**config.mk**
```make
export PLATFORM = sky130hd
export DESIGN_NAME = alu_share_arbiter
export DESIGN_NICKNAME = d
export VERILOG_FILES = /design/src/rtl/alu_share_arbiter.sv
export SDC_FILE = /design/constraint.sdc
export NUM_CORES = 1
export LEC_CHECK = 0
export BUFFER_PORTS_ARGS = -buffer_cell sky130_fd_sc_hd__buf_2
export CORE_ASPECT_RATIO = 0.75
export CORE_MARGIN = 10
export CORE_UTILIZATION = 30
export DETAILED_ROUTE_END_ITERATION = 7
export PLACE_DENSITY_LB_ADDON = 0.2
export SLEW_MARGIN = 10
export SYNTH_ARGS = -nofsm -noshare
export SYNTH_HDL_FRONTEND = slang
export SYNTH_SLANG_ARGS = --single-unit
```
**constraint.sdc**
```tcl
create_clock -name i_clk -period 1.64 [get_ports i_clk]
set_input_delay 0.164 -clock i_clk [delete_from_list [all_inputs] [get_ports i_clk]]
set_output_delay 0.164 -clock i_clk [all_outputs]
set_load 0.1 [all_outputs]
```
**src/rtl/alu_share_arbiter.sv**
```systemverilog
// Round-robin sequencer sharing one combinational ALU among N_REQ requesters.
// Flow per operation: accept (IDLE), evaluate (EXEC), hold response until the owner takes it (RESP).
module alu_share_arbiter #(
    parameter int N_REQ = 2,
    parameter int ID_W  = 3
) (
    input  logic                 i_clk,
    input  logic                 i_rst,
    input  logic [N_REQ-1:0]     i_req_valid,
    input  logic [32*N_REQ-1:0]  i_req_opr1,
    input  logic [32*N_REQ-1:0]  i_req_opr2,
    input  logic [5*N_REQ-1:0]   i_req_op,
    output logic [N_REQ-1:0]     o_req_ready,
    output logic [31:0]          o_alu_opr1,
    output logic [31:0]          o_alu_opr2,
    output logic [4:0]           o_alu_op,
    input  logic [31:0]          i_alu_result,
    input  logic                 i_alu_overflow,
    input  logic                 i_alu_no_write_override,
    output logic [N_REQ-1:0]     o_rsp_valid,
    output logic [31:0]          o_rsp_result,
    output logic                 o_rsp_overflow,
    output logic                 o_rsp_write_en,
    output logic [ID_W-1:0]      o_rsp_id,
    input  logic [N_REQ-1:0]     i_rsp_ready,
    output logic                 o_busy
);

    typedef enum logic [1:0] {
        ST_IDLE = 2'd0,
        ST_EXEC = 2'd1,
        ST_RESP = 2'd2
    } state_t;

    state_t             state_r, state_s;
    logic [ID_W-1:0]    rr_ptr_r, owner_r, grant_idx_s, rr_next_s;
    logic               grant_found_s, accept_s, owner_rsp_ready_s;
    logic [31:0]        alu_opr1_r, alu_opr2_r, sel_opr1_s, sel_opr2_s;
    logic [4:0]         alu_op_r, sel_op_s;
    logic [31:0]        rsp_result_r;
    logic               rsp_overflow_r, rsp_write_en_r;
    logic [N_REQ-1:0]   req_ready_s, rsp_valid_s;

    // Round-robin scan: first valid requester at or after rr_ptr, wrapping modulo N_REQ
    always_comb begin
        grant_found_s = 1'b0;
        grant_idx_s   = '0;
        for (int i = 0; i < N_REQ; i++) begin
            for (int k = 0; k < N_REQ; k++) begin
                if (!grant_found_s && (k == (int'(rr_ptr_r) + i) % N_REQ) && i_req_valid[k]) begin
                    grant_found_s = 1'b1;
                    grant_idx_s   = ID_W'(k);
                end
            end
        end
        if (grant_idx_s == ID_W'(N_REQ - 1)) begin
            rr_next_s = '0;
        end else begin
            rr_next_s = grant_idx_s + ID_W'(1);
        end
    end

    // Operand mux, one-hot accept, one-hot response valid and owner's response-ready
    always_comb begin
        sel_opr1_s        = 32'd0;
        sel_opr2_s        = 32'd0;
        sel_op_s          = 5'd0;
        req_ready_s       = '0;
        rsp_valid_s       = '0;
        owner_rsp_ready_s = 1'b0;
        for (int k = 0; k < N_REQ; k++) begin
            if (grant_idx_s == ID_W'(k)) begin
                sel_opr1_s = i_req_opr1[32*k +: 32];
                sel_opr2_s = i_req_opr2[32*k +: 32];
                sel_op_s   = i_req_op[5*k +: 5];
            end
            if (owner_r == ID_W'(k)) begin
                owner_rsp_ready_s = i_rsp_ready[k];
            end
            // Ready is suppressed during reset so nothing is offered in a cycle that cannot commit
            req_ready_s[k] = (state_r == ST_IDLE) && !i_rst && grant_found_s && (grant_idx_s == ID_W'(k));
            rsp_valid_s[k] = (state_r == ST_RESP) && (owner_r == ID_W'(k));
        end
    end

    // Next-state logic
    always_comb begin
        state_s  = state_r;
        accept_s = 1'b0;
        case (state_r)
            ST_IDLE: begin
                if (grant_found_s) begin
                    accept_s = 1'b1;
                    state_s  = ST_EXEC;
                end else begin
                    state_s  = ST_IDLE;
                end
            end
            ST_EXEC: state_s = ST_RESP;
            ST_RESP: begin
                if (owner_rsp_ready_s) begin
                    state_s = ST_IDLE;
                end else begin
                    state_s = ST_RESP;
                end
            end
            default: state_s = ST_IDLE;
        endcase
    end

    // State, operand and response registers
    always_ff @(posedge i_clk) begin
        if (i_rst) begin
            state_r        <= ST_IDLE;
            rr_ptr_r       <= '0;
            owner_r        <= '0;
            alu_opr1_r     <= 32'd0;
            alu_opr2_r     <= 32'd0;
            alu_op_r       <= 5'd0;
            rsp_result_r   <= 32'd0;
            rsp_overflow_r <= 1'b0;
            rsp_write_en_r <= 1'b0;
        end else begin
            state_r <= state_s;
            if (accept_s) begin
                alu_opr1_r <= sel_opr1_s;
                alu_opr2_r <= sel_opr2_s;
                alu_op_r   <= sel_op_s;
                owner_r    <= grant_idx_s;
                rr_ptr_r   <= rr_next_s;
            end
            // ALU flags are copied verbatim; the arbiter never derives write permission itself
            if (state_r == ST_EXEC) begin
                rsp_result_r   <= i_alu_result;
                rsp_overflow_r <= i_alu_overflow;
                rsp_write_en_r <= i_alu_no_write_override;
            end
        end
    end

    assign o_req_ready    = req_ready_s;
    assign o_alu_opr1     = alu_opr1_r;
    assign o_alu_opr2     = alu_opr2_r;
    assign o_alu_op       = alu_op_r;
    assign o_rsp_valid    = rsp_valid_s;
    assign o_rsp_result   = rsp_result_r;
    assign o_rsp_overflow = rsp_overflow_r;
    assign o_rsp_write_en = rsp_write_en_r;
    assign o_rsp_id       = owner_r;
    assign o_busy         = (state_r != ST_IDLE);

endmodule

```
# After elaboration in Yosys (flattened, before gate mapping)
# Index checks and enable logic that the tools add are counted.
# Widths: inputs -> output; s select.
[totals]
reg_bits = 109
output_inout_bits = 111
elab_cells = 61
[op_classes]
addsub = 2
eq_ne = 5
n_mux = 21
bitwise = 1
reduce_logical = 23
[ops]
columns = ["cell", "count"]
rows = [
  ["$mux 32", 4],
  ["$logic_not 32->1", 2],
  ["$logic_and 1x1->1", 13],
  ["$mux 1", 11],
  ["$mux 5", 2],
  ["$eq 3x1->1 const B", 2],
  ["$logic_not 3->1", 2],
  ["$mux 3", 2],
  ["$pmux 2 s3", 1],
  ["$logic_not 1->1", 4],
  ["$add 1x1->1 const B", 2],
  ["$eq 2x1->1 const B", 1],
  ["$eq 2x2->1 const A", 1],
  ["$eq 2x2->1 const B", 1],
  ["$logic_not 2->1", 1],
  ["$mux 2", 1],
  ["$reduce_bool 2->1", 1],
  ["$and 1x1->1 const A", 1],
]

# Depth between registers and ports, before layout
# Gate-level depths: netlist of run 1.
[logic_depth]
ltp_word = 18
depth_mapped = 6
ltp_nobuf = 4

# Worst setup path before layout of run 1
# OpenSTA, ideal clock, no wires.
[synth_timing]
path_kind = "register to output"
start = "register owner_r[0] (netlist: o_rsp_id[0])"
end = "output o_rsp_valid[0]"
arrival_time_ns = 3.013
t_required_ns = 1.476
setup_slack_ns = -1.537
path_stages_with_launch = 2
n_path_buf = 0
path_cell_list = "dfxtp_1 > nor3b_1"
[synth_via]
elab_chain_len = 2
[synth_rtl]
columns = ["item", "line", "source"]
rows = [
  ["start, declared", "36", "logic [ID_W-1:0] rr_ptr_r, owner_r, grant_idx_s, rr_next_s;"],
  ["start signal, assigned", "129", "owner_r <= grant_idx_s;"],
  ["$logic_not 3->1", "82", "rsp_valid_s[k] = (state_r == ST_RESP) && (owner_r == ID_W'(k));"],
  ["$logic_and 1x1->1", "82", ""],
  ["end, declared", "20", "output logic [N_REQ-1:0] o_rsp_valid,"],
]
# Every way passes these cells.

# Worst setup path in the final report of run 1
[layout_timing]
start = "register state_r[1]"
end = "output o_req_ready[0]"
[layout_via]
elab_chain_len = 4
[layout_rtl]
columns = ["item", "line", "source"]
rows = [
  ["start, declared", "35", "state_t state_r, state_s;"],
  ["start signal, assigned", "124", "state_r <= state_s;"],
  ["$logic_not 2->1", "81", "req_ready_s[k] = (state_r == ST_IDLE) && !i_rst && grant_found_s && (grant_idx_s == ID_W'(k));"],
  ["$logic_and 1x1->1 (3 in a row)", "81", ""],
  ["end, declared", "13", "output logic [N_REQ-1:0] o_req_ready,"],
]
# Every way passes these cells.

==> impl_metrics.tcl, run 1 <==
set metrics [dict create \
    status "finished clean" \
    rsz0062_at_grt "yes" \
    pre_cts_ws_ps 242 \
    path_max_fanout 3 \
    fin_hold_ws_ps 50.6 \
    gp_congestion 0.837 \
    irDropWorstVdd_uv 544 \
    critPathKind "flop to primary output" \
    io_pins 289 \
    cpMaxStageDelayCell "dfxtp_4" \
    std_cell_rows 39 \
    nets 1011 \
    hold_viol_final 0 \
    drtPass1Iterations 5 \
    syn_avg_cell_area_um2 8.06 \
    ant_nets 0 \
    critical_path_required_ps 1480 \
    diodes 0 \
    yosysWarnings 0 \
    tightest_slew_ps 614 \
    p_leak_nw 2.97 \
    clk_path_buf_depth 2 \
    syn2layout_area_growth_pct 44.7 \
    final_area_mm2 0.00678 \
    routed_via_density 5.27 \
    synth-edff-count 0 \
    dr_total_vias 5497 \
    final_cell_mix "280 x buf_2, 103 x dfxtp_1" \
    grt-ovfl-total 0 \
    r2r-end "o_alu_opr1[6]$_SDFFE_PP0P_" \
    timing.final.crit_share_pct 97.7 \
    dieArea_mm2 0.0211 \
    grt_first_pass_wirelength_um 31000 \
    reg2reg_slack_ps 150 \
    post-place-cells 1020 \
    dpl_cell_area_mm2 0.00640 \
    core_mm2 0.0153 \
    cts_tree "done" \
    reg2reg_depth 5 \
    startpoint_type "flop" \
    cellPowerDensity_mw_per_mm2 1260 \
    synth.cell_area_mm2 0.00468 \
    initial_core_util_pct 30.7 \
    clkSinkCount 107 \
    clock_skew_ps 11.8 \
    holdPathStages 3 \
    drcViolationCount 0 \
    htreeDepth 3 \
    fin_ws_ps 37.8 \
    timing.final.crit_period_ps 1600 \
    antenna_found_initial 0 \
    avgRoutedWirePerCell_um 19.5 \
    hp-class "input port to flop" \
    drv_slew 0 \
    grt_max_degree 54 \
    drt_iter0_drc 536 \
    die_h_um 128 \
    async_flop_share_pct 0 \
    cp-end-kind "primary output" \
    synth_cell_type_count 27 \
    ys_seq_elements 107 \
    slew_headroom_pct 59.1 \
    maxCapViolCount 0 \
    worstPathArrival_ps 1440 \
    fmax_mhz 624 \
    final_common_cell "buf_2" \
    wl_um 20300 \
    cts_root_buf "clkbuf_16" \
    timing.rr.start "state_r[1]$_SDFF_PP0_" \
    numCtsBuffers 9 \
    crit_top_cell "buf_12" \
    clkLatencyLatePin_ps 350 \
    fin_util_pct 44.4 \
    hold_end "o_rsp_result[31]$_SDFFE_PP0N_" \
    drive_above_1_share_pct 41.1 \
    grt_usage_pct 18.1 \
    clk_pin_slew_ps 70 \
    first_global_vias 5496 \
    fin_cells 1043 \
    setup_viol 0 \
    ys.flop_type "dfxtp_1" \
    hold_path_startpoint "i_alu_result[31]" \
    portBuffers 286 \
    syn_inst 581 \
    ys_seq_area_share_pct 45.7 \
    max_stage_delay_ps 360 \
    dp_hpwl_um 14100 \
    cp_cell_sequence "a211oi_4 -> buf_12 -> nand2_4 -> nor2_4 -> buf_12" \
    die_w_um 164 \
]
cell type report:
| cell class | count | area (um2) |
|---|---|---|
| Fill cell | 1576 | 8500 |
| Multi-Input combinational cell | 400 | 2190 |
| Sequential cell | 107 | 2150 |
| Timing Repair Buffer | 314 | 1880 |
| Tap cell | 205 | 256 |
| Clock buffer | 12 | 246 |
| Clock inverter | 4 | 48.8 |
| Inverter | 1 | 3.75 |
worst max-delay path: cells and delay by family (launching register included):
| family | cells | cell delay, ps |
|---|---|---|
| and+or+nand+nor | 2 | 150 |
| DFF | 1 | 360 |
| buffers and inverters | 2 | 320 |
| AOI/OAI and AO/OA | 1 | 260 |
power breakdown:
| group | switching [mW] | leakage, nW | internal [mW] |
|---|---|---|---|
| sequential | 0.123 | 0.881 | 2.83 |
| combinational | 2.63 | 1.94 | 0.768 |
| clock | 0.974 | 0.143 | 1.23 |
layer usage:
metal,wire length [um],GRT usage (%),vias to the layer above
met5,0,0,-
met4,293,5.24,0
met3,1840,5.74,19
met2,9690,29.3,250
met1,8470,22.7,2580
li1,-,-,2648
per-stage QoR:
| stage | TNS [ps] | total power [mW] |
|---|---|---|
| floorplan | -34.3 | 5.55 |
| global placement | 0 | 6.35 |
| global route | -47.3 | 8.92 |
| finish | 0 | 8.56 |
| CTS | 0 | 8.64 |
| detailed placement | 0 | 6.35 |
sequential cells by signal (all words and copies together), names as in the netlist:
register,cells
o_alu_opr1,32
o_alu_opr2,32
o_rsp_result,32
o_alu_op,5
state_r,2
o_rsp_id,1
o_rsp_overflow,1
o_rsp_write_en,1
rr_ptr_r,1
what timing repair did:
action	in CTS	in global routing
buffers inserted	3	3
hold buffers	0	0
gates resized for setup	2	1
hold endpoints to repair	0	0
pin swaps	2	1
gates cloned	1	0
setup endpoints to repair	3	2
worst max path at each step:
stage                                      from                    endpoint  slack, ps
after global placement    state_r[0]$_SDFF_PP0_              o_req_ready[0]        270
after detailed placement  state_r[1]$_SDFF_PP0_  o_alu_opr1[6]$_SDFFE_PP0P_        240
after global routing      state_r[1]$_SDFF_PP0_              o_req_ready[0]        -40
final                     state_r[1]$_SDFF_PP0_              o_req_ready[0]         40
after floorplan           state_r[0]$_SDFF_PP0_              o_req_ready[0]        -30
after CTS                 state_r[1]$_SDFF_PP0_              o_req_ready[1]          4
cell usage after synthesis, types with 2 or more instances:
master / number / share of area [%]
a21oi_1: 35 / 3.7
a31oi_1: 69 / 9.2
and3b_1: 3 / 0.56
buf_1: 7 / 0.56
buf_2: 20 / 2.1
buf_4: 8 / 1.3
buf_6: 9 / 2.2
clkbuf_1: 30 / 2.4
dfxtp_1: 107 / 46
nand2_1: 69 / 5.5
nand2b_1: 2 / 0.27
nand3_1: 69 / 7.4
nand4_1: 69 / 9.2
nor2_1: 2 / 0.16
o21ai_1: 69 / 7.4
o21bai_1: 2 / 0.32
logic make-up (layout without fill, tap and decap cells):
kind of cell | count (synthesis) | after routing | share of synthesized area, %
compound gates | 176 | 176 | 21.1
simple gates | 221 | 221 | 24.3
mux | 1 | 1 | 0.214
flops | 107 | 107 | 45.7
buf+inv | 75 | 331 | 8.63
other cells | 1 | 2 | 0.0801
(Power assumes the default switching activity.)
==> run 2: changes to the inputs <==
--- a/config.mk
+++ b/config.mk
@@ -5,6 +5,7 @@
 export SDC_FILE = /design/constraint.sdc
 export NUM_CORES = 1
 export LEC_CHECK = 0
+export ABC_AREA = 1
 export BUFFER_PORTS_ARGS = -buffer_cell sky130_fd_sc_hd__buf_2
 export CORE_ASPECT_RATIO = 0.75
 export CORE_MARGIN = 10
==> impl_metrics.tcl, run 2 <==
set metrics [dict create \
    yosysTopAreaCell "dfxtp_1" \
    ys.flop_type "dfxtp_1" \
    async_flop_share_pct 0 \
    grt_max_degree 57 \
    dp_hpwl_um 13600 \
    path_max_fanout 4 \
    holdPathStages 3 \
    htreeDepth 3 \
    wl_um 18800 \
    grt_usage_pct 16.7 \
    clk_path_buf_depth 2 \
    die_w_um 164 \
    cts_root_buf "clkbuf_16" \
    clkSinkCount 107 \
    die_h_um 128 \
    drive_above_1_share_pct 34.2 \
    fillers 1582 \
    cpMaxStageDelayCell "dfxtp_2" \
    timing.final.crit_period_ps 1580 \
    dpl_cell_area_mm2 0.00644 \
    status "finished clean" \
    critical_path_required_ps 1480 \
    nets 1195 \
    clkLatencyLatePin_ps 350 \
    synth_top_area_share_pct 45.7 \
    irDropWorstVdd_uv 571 \
    fin_util_pct 47.0 \
    final_cell_mix "300 x nand2_1, 282 x buf_2, 103 x dfxtp_1, 94 x nand3_1, 70 x nor2_1" \
    numCtsBuffers 9 \
    maxCapViolCount 0 \
    regArea_mm2 0.00215 \
    grt_first_pass_wirelength_um 28400 \
    hold_path_startpoint "i_req_opr2[59]" \
    first_global_vias 5335 \
    timing.final.crit_share_pct 96.1 \
    synth_cell_type_count 20 \
    tightest_slew_ps 518 \
    cp.depth 4 \
    hold_end "o_alu_opr2[27]$_SDFFE_PP0P_" \
    fin_hold_ws_ps 21.9 \
    max_stage_delay_ps 350 \
    drt_iter0_drc 299 \
    use_met3_pct 5.94 \
    initial_core_util_pct 30.7 \
    worst-path-buf-inv 1 \
    antenna_found_initial 2 \
    timing.rr.start "rr_ptr_r[0]$_SDFFE_PP0P_" \
    met1_usage_pct 20.1 \
    syn2layout_area_growth_pct 53.1 \
    ys_seq_area_share_pct 45.7 \
    crit_family "simple AND/OR/NAND/NOR gates" \
    worstPathArrival_ps 1410 \
    core_mm2 0.0153 \
    fin_cells 1228 \
    synth-edff-count 0 \
    setup_viol 0 \
    routed_via_density 4.47 \
    avgRoutedWirePerCell_um 15.3 \
    ant_nets 0 \
    power_mw 9.11 \
    std_cell_rows 39 \
    cp-end-kind "primary output" \
    syn_avg_cell_area_um2 6.65 \
    dr_total_vias 5488 \
    io_pins 289 \
    p_leak_nw 3.89 \
    post-place-cells 1169 \
    synth_common_cells "301 x nand2_1, 107 x dfxtp_1, 94 x nand3_1, 73 x nor2_1, 35 x o21ai_0" \
    drv_slew 0 \
    clock_skew_ps 7.89 \
    cp_cell_sequence "nor2_4 -> o21ai_4 -> nor3_4 -> buf_12" \
    drcViolationCount 0 \
    synthMostInstantiatedCell "nand2_1" \
    cts_tree "done" \
    slew_headroom_pct 65.7 \
    ys_seq_elements 107 \
    synth.cell_area_mm2 0.00469 \
    final_common_cell "nand2_1" \
    clk_pin_slew_ps 80 \
    reg2reg_slack_ps 270 \
    syn_inst 705 \
    reg2reg_depth 8 \
    startpoint_type "flop" \
    hp-class "input port to flop" \
    portBuffers 286 \
    synthTopCellsByArea "dfxtp_1 46%, nand2_1 24%, nand3_1 10%" \
    gp_congestion 0.793 \
    yosysWarnings 0 \
    cellPowerDensity_mw_per_mm2 1270 \
    dieArea_mm2 0.0211 \
    r2r-end "o_alu_opr2[14]$_SDFFE_PP0P_" \
    final_area_mm2 0.00718 \
    busiest_layer "met2" \
    fmax_mhz 635 \
    met2_usage_pct 27.1 \
    multi_input_area_mm2 0.00232 \
    drtPass1Iterations 5 \
    critPathKind "flop to primary output" \
    hold_viol_final 0 \
    grt-ovfl-total 0 \
]
run 2: worst max path at each step:
stage | from | endpoint
global route | state_r[0]$_SDFF_PP0_ | o_req_ready[0]
finish | state_r[0]$_SDFF_PP0_ | o_req_ready[0]
detailed placement | state_r[0]$_SDFF_PP0_ | o_req_ready[1]
global placement | state_r[0]$_SDFF_PP0_ | o_req_ready[1]
floorplan | state_r[1]$_SDFF_PP0_ | o_alu_op[2]$_SDFFE_PP0P_
CTS | state_r[0]$_SDFF_PP0_ | o_req_ready[1]
run 2: cell type report:
class	instances	share of cell area (%)
diodes	1	0.0348
clock inverters	7	1.13
repair buffers	348	29.5
clock buffers	9	3.14
well taps	205	3.57
flip-flops and latches	107	29.9
inverters	8	0.418
multi-input cells	543	32.3
run 2: cells by family after synthesis:
kind of cell           Yosys count  share of synthesized area [%]
AOI/OAI and AO/OA               64                           7.07
buffers and inverters           56                           5.47
DFF                            107                           45.7
other                            1                         0.0800
and+or+nand+nor                477                           41.7
run 2: per-layer routing:
| metal | routed length (um) | share of wire, % | up-vias |
|---|---|---|---|
| met2 | 8700 | 46 | 213 |
| li1 | - | - | 2859 |
| met3 | 1690 | 9.0 | 19 |
| met1 | 8060 | 43 | 2397 |
| met4 | 340 | 1.8 | 0 |
| met5 | 0 | 0 | - |
run 2: timing repair:
item,CTS,global route
resized for setup,1,2
gates cloned,1,0
hold endpoints to repair,35,0
pin swaps,1,3
hold buffers,35,0
buffers inserted,1,5
setup endpoints to repair,3,3
run 2: worst reg2reg max path: stages, from the launching register on:
cell     delay [ps]
dfxtp_2         340
inv_1            60
nand2_2          70
nand2_2          70
nor3_4          220
buf_12          140
buf_4           250
nand2_1         110
nand2_1          70
run 2: metrics by stage:
step                setup slack, ps  TNS (ps)
floorplan                      -208     -2010
global placement                323         0
detailed placement              318         0
CTS                           -11.2     -11.2
global route                  -2.22     -2.22
finish                         64.3         0
run 2: report_power, final:
part	internal [mW]	switching, mW
Combinational	0.800	3.01
Clock	1.21	1.06
Sequential	2.88	0.137
Total	4.90	4.21
==> run 3: changes to the inputs <==
==> constraint.sdc (replaced) <==
create_clock -name i_clk -period 1.55 [get_ports i_clk]
set_input_delay 0.155 -clock i_clk [delete_from_list [all_inputs] [get_ports i_clk]]
set_output_delay 0.155 -clock i_clk [all_outputs]
set_load 0.1 [all_outputs]
==> impl_metrics.tcl, run 3 (synthesized netlist as in run 2, its figures left out) <==
set metrics [dict create \
    status "finished clean" \
    first_global_vias 5400 \
    rsz0062_at_grt "yes" \
    grt_max_degree 61 \
    final_area_mm2 0.00731 \
    tightest_slew_ps 524 \
    drcViolationCount 0 \
    cp_cell_sequence "nor2_4 -> o21ai_4 -> nor3_4 -> buf_12" \
    maxCapViolCount 0 \
    initial_core_util_pct 30.7 \
    htreeDepth 3 \
    reg2reg_depth 8 \
    clock_skew_ps 10.7 \
    avgRoutedWirePerCell_um 14.9 \
    cellPowerDensity_mw_per_mm2 1310 \
    p_leak_nw 3.94 \
    dpl_cell_area_mm2 0.00649 \
    clkLatencyLatePin_ps 350 \
    die_h_um 128 \
    fillers 1587 \
    irDropWorstVdd_uv 594 \
    nets 1205 \
    reg2reg_slack_ps 170 \
    portBuffers 286 \
    numCtsBuffers 9 \
    wl_um 18400 \
    critical_path_required_ps 1390 \
    antenna_found_initial 1 \
    std_cell_rows 39 \
    fmax_mhz 649 \
    die_w_um 164 \
    drt_iter0_drc 334 \
    hp-class "input port to flop" \
    path_max_fanout 4 \
    timing.final.crit_share_pct 99.4 \
    cts_root_buf "clkbuf_16" \
    grt-ovfl-total 0 \
    critPathKind "flop to primary output" \
    fin_cells 1238 \
    clk_pin_slew_ps 80 \
    dieArea_mm2 0.0211 \
    core_mm2 0.0153 \
    cp.depth 4 \
    dp_hpwl_um 13500 \
    dr_total_vias 5546 \
    fin_tns_setup_ps 0 \
    hold_viol_final 0 \
    crit_family "flip-flops" \
    startpoint_type "flop" \
    final_cell_mix "300 x nand2_1, 281 x buf_2, 103 x dfxtp_1, 94 x nand3_1, 70 x nor2_1" \
    cts_tree "done" \
    fin_hold_ws_ps 15.1 \
    slew_headroom_pct 65.3 \
    timing.final.crit_period_ps 1540 \
    cpMaxStageDelayCell "dfxtp_4" \
    io_pins 289 \
    setup_viol 0 \
    cp-endpoint "o_req_ready[0]" \
    drtPass1Iterations 6 \
    final_common_cell "nand2_1" \
    worst-path-buf-inv 1 \
    grt_usage_pct 16.2 \
    post-place-cells 1171 \
    worstPathArrival_ps 1380 \
    cp-end-kind "primary output" \
    timing.rr.start "state_r[0]$_SDFF_PP0_" \
    critPathLaunch "state_r[0]$_SDFF_PP0_" \
    drive_above_1_share_pct 34.7 \
    grt_first_pass_wirelength_um 28000 \
    syn2layout_area_growth_pct 55.8 \
    gp_congestion 0.791 \
    max_stage_delay_ps 370 \
    r2r-end "o_alu_opr1[7]$_SDFFE_PP0P_" \
    regArea_mm2 0.00215 \
    ant_nets 0 \
    drv_slew 0 \
    routed_via_density 4.48 \
    clk_path_buf_depth 2 \
    multi_input_area_mm2 0.00232 \
    clkSinkCount 107 \
]
==> run 3: changes by cell type in the layout (fill, tap and decap cells not counted), sizes merged <==
| cell | previous run | this run |
|---|---|---|
| buf | 312 | 318 |
| bufinv | 1 | 0 |
| clkbuf | 9 | 10 |
| clkinvlp | 0 | 2 |
| dlygate4sd3 | 35 | 39 |
| inv | 11 | 9 |
==> run 3: worst min path at each step <==
stage                         from                           to  slack, ps  cells past startpoint
floorplan              i_req_op[2]     o_alu_op[2]$_SDFFE_PP0P_        260                      2
global placement       i_req_op[2]     o_alu_op[2]$_SDFFE_PP0P_        350                      3
detailed placement  i_req_opr1[18]  o_alu_opr1[18]$_SDFFE_PP0P_        350                      3
CTS                 i_req_opr1[32]   o_alu_opr1[0]$_SDFFE_PP0P_          2                      3
global route         i_req_opr1[2]   o_alu_opr1[2]$_SDFFE_PP0P_         10                      3
finish              i_req_opr2[25]  o_alu_opr2[25]$_SDFFE_PP0P_         20                      3
==> run 3: layout make-up <==
class                           count  area share, %
Antenna cell                        1         0.0343
Clock inverter                      6          0.668
Inverter                            8          0.445
Tap cell                          205           3.51
Multi-Input combinational cell    543           31.8
Sequential cell                   107           29.4
Clock buffer                       10           3.27
Timing Repair Buffer              358           30.8
==> run 3: tightest hold or removal path, delay by kind of cell <==
family | cells | cell delay [ps]
buffers and inverters | 1 | 90
and+or+nand+nor | 2 | 90
==> run 3: power by group <==
| group | switching, mW | total, mW | internal [mW] |
|---|---|---|---|
| Combinational | 3.20 | 4.10 | 0.903 |
| Sequential | 0.148 | 3.20 | 3.05 |
| Clock | 1.08 | 2.24 | 1.15 |
| Total | 4.43 | 9.54 | 5.11 |
==> run 3: stage by stage <==
step                utilization [%]  total power [mW]  setup slack (ps)
floorplan                         -              6.33              -298
global placement               42.5              7.23               245
detailed placement             42.5              7.24               225
CTS                            47.5              9.63             -18.4
global route                   47.8              9.99             -56.4
finish                         47.8              9.54              10.1
==> run 3: layer usage <==
layer | share of wire, % | wire [um] | global-route usage (%) | up-vias
met5 | 0 | 0 | 0 | -
li1 | - | - | - | 2878
met2 | 46 | 8540 | 27.0 | 224
met4 | 1.6 | 295 | 4.16 | 0
met1 | 43 | 7910 | 19.8 | 2428
met3 | 9.2 | 1690 | 5.39 | 16
==> run 3: timing repair <==
item	CTS	global route
endpoints found under the setup margin	3	3
buffers inserted	6	4
endpoints found under the hold margin	39	0
gates resized for setup	5	4
hold buffers	39	0
cloned	1	0
pin swaps	2	2
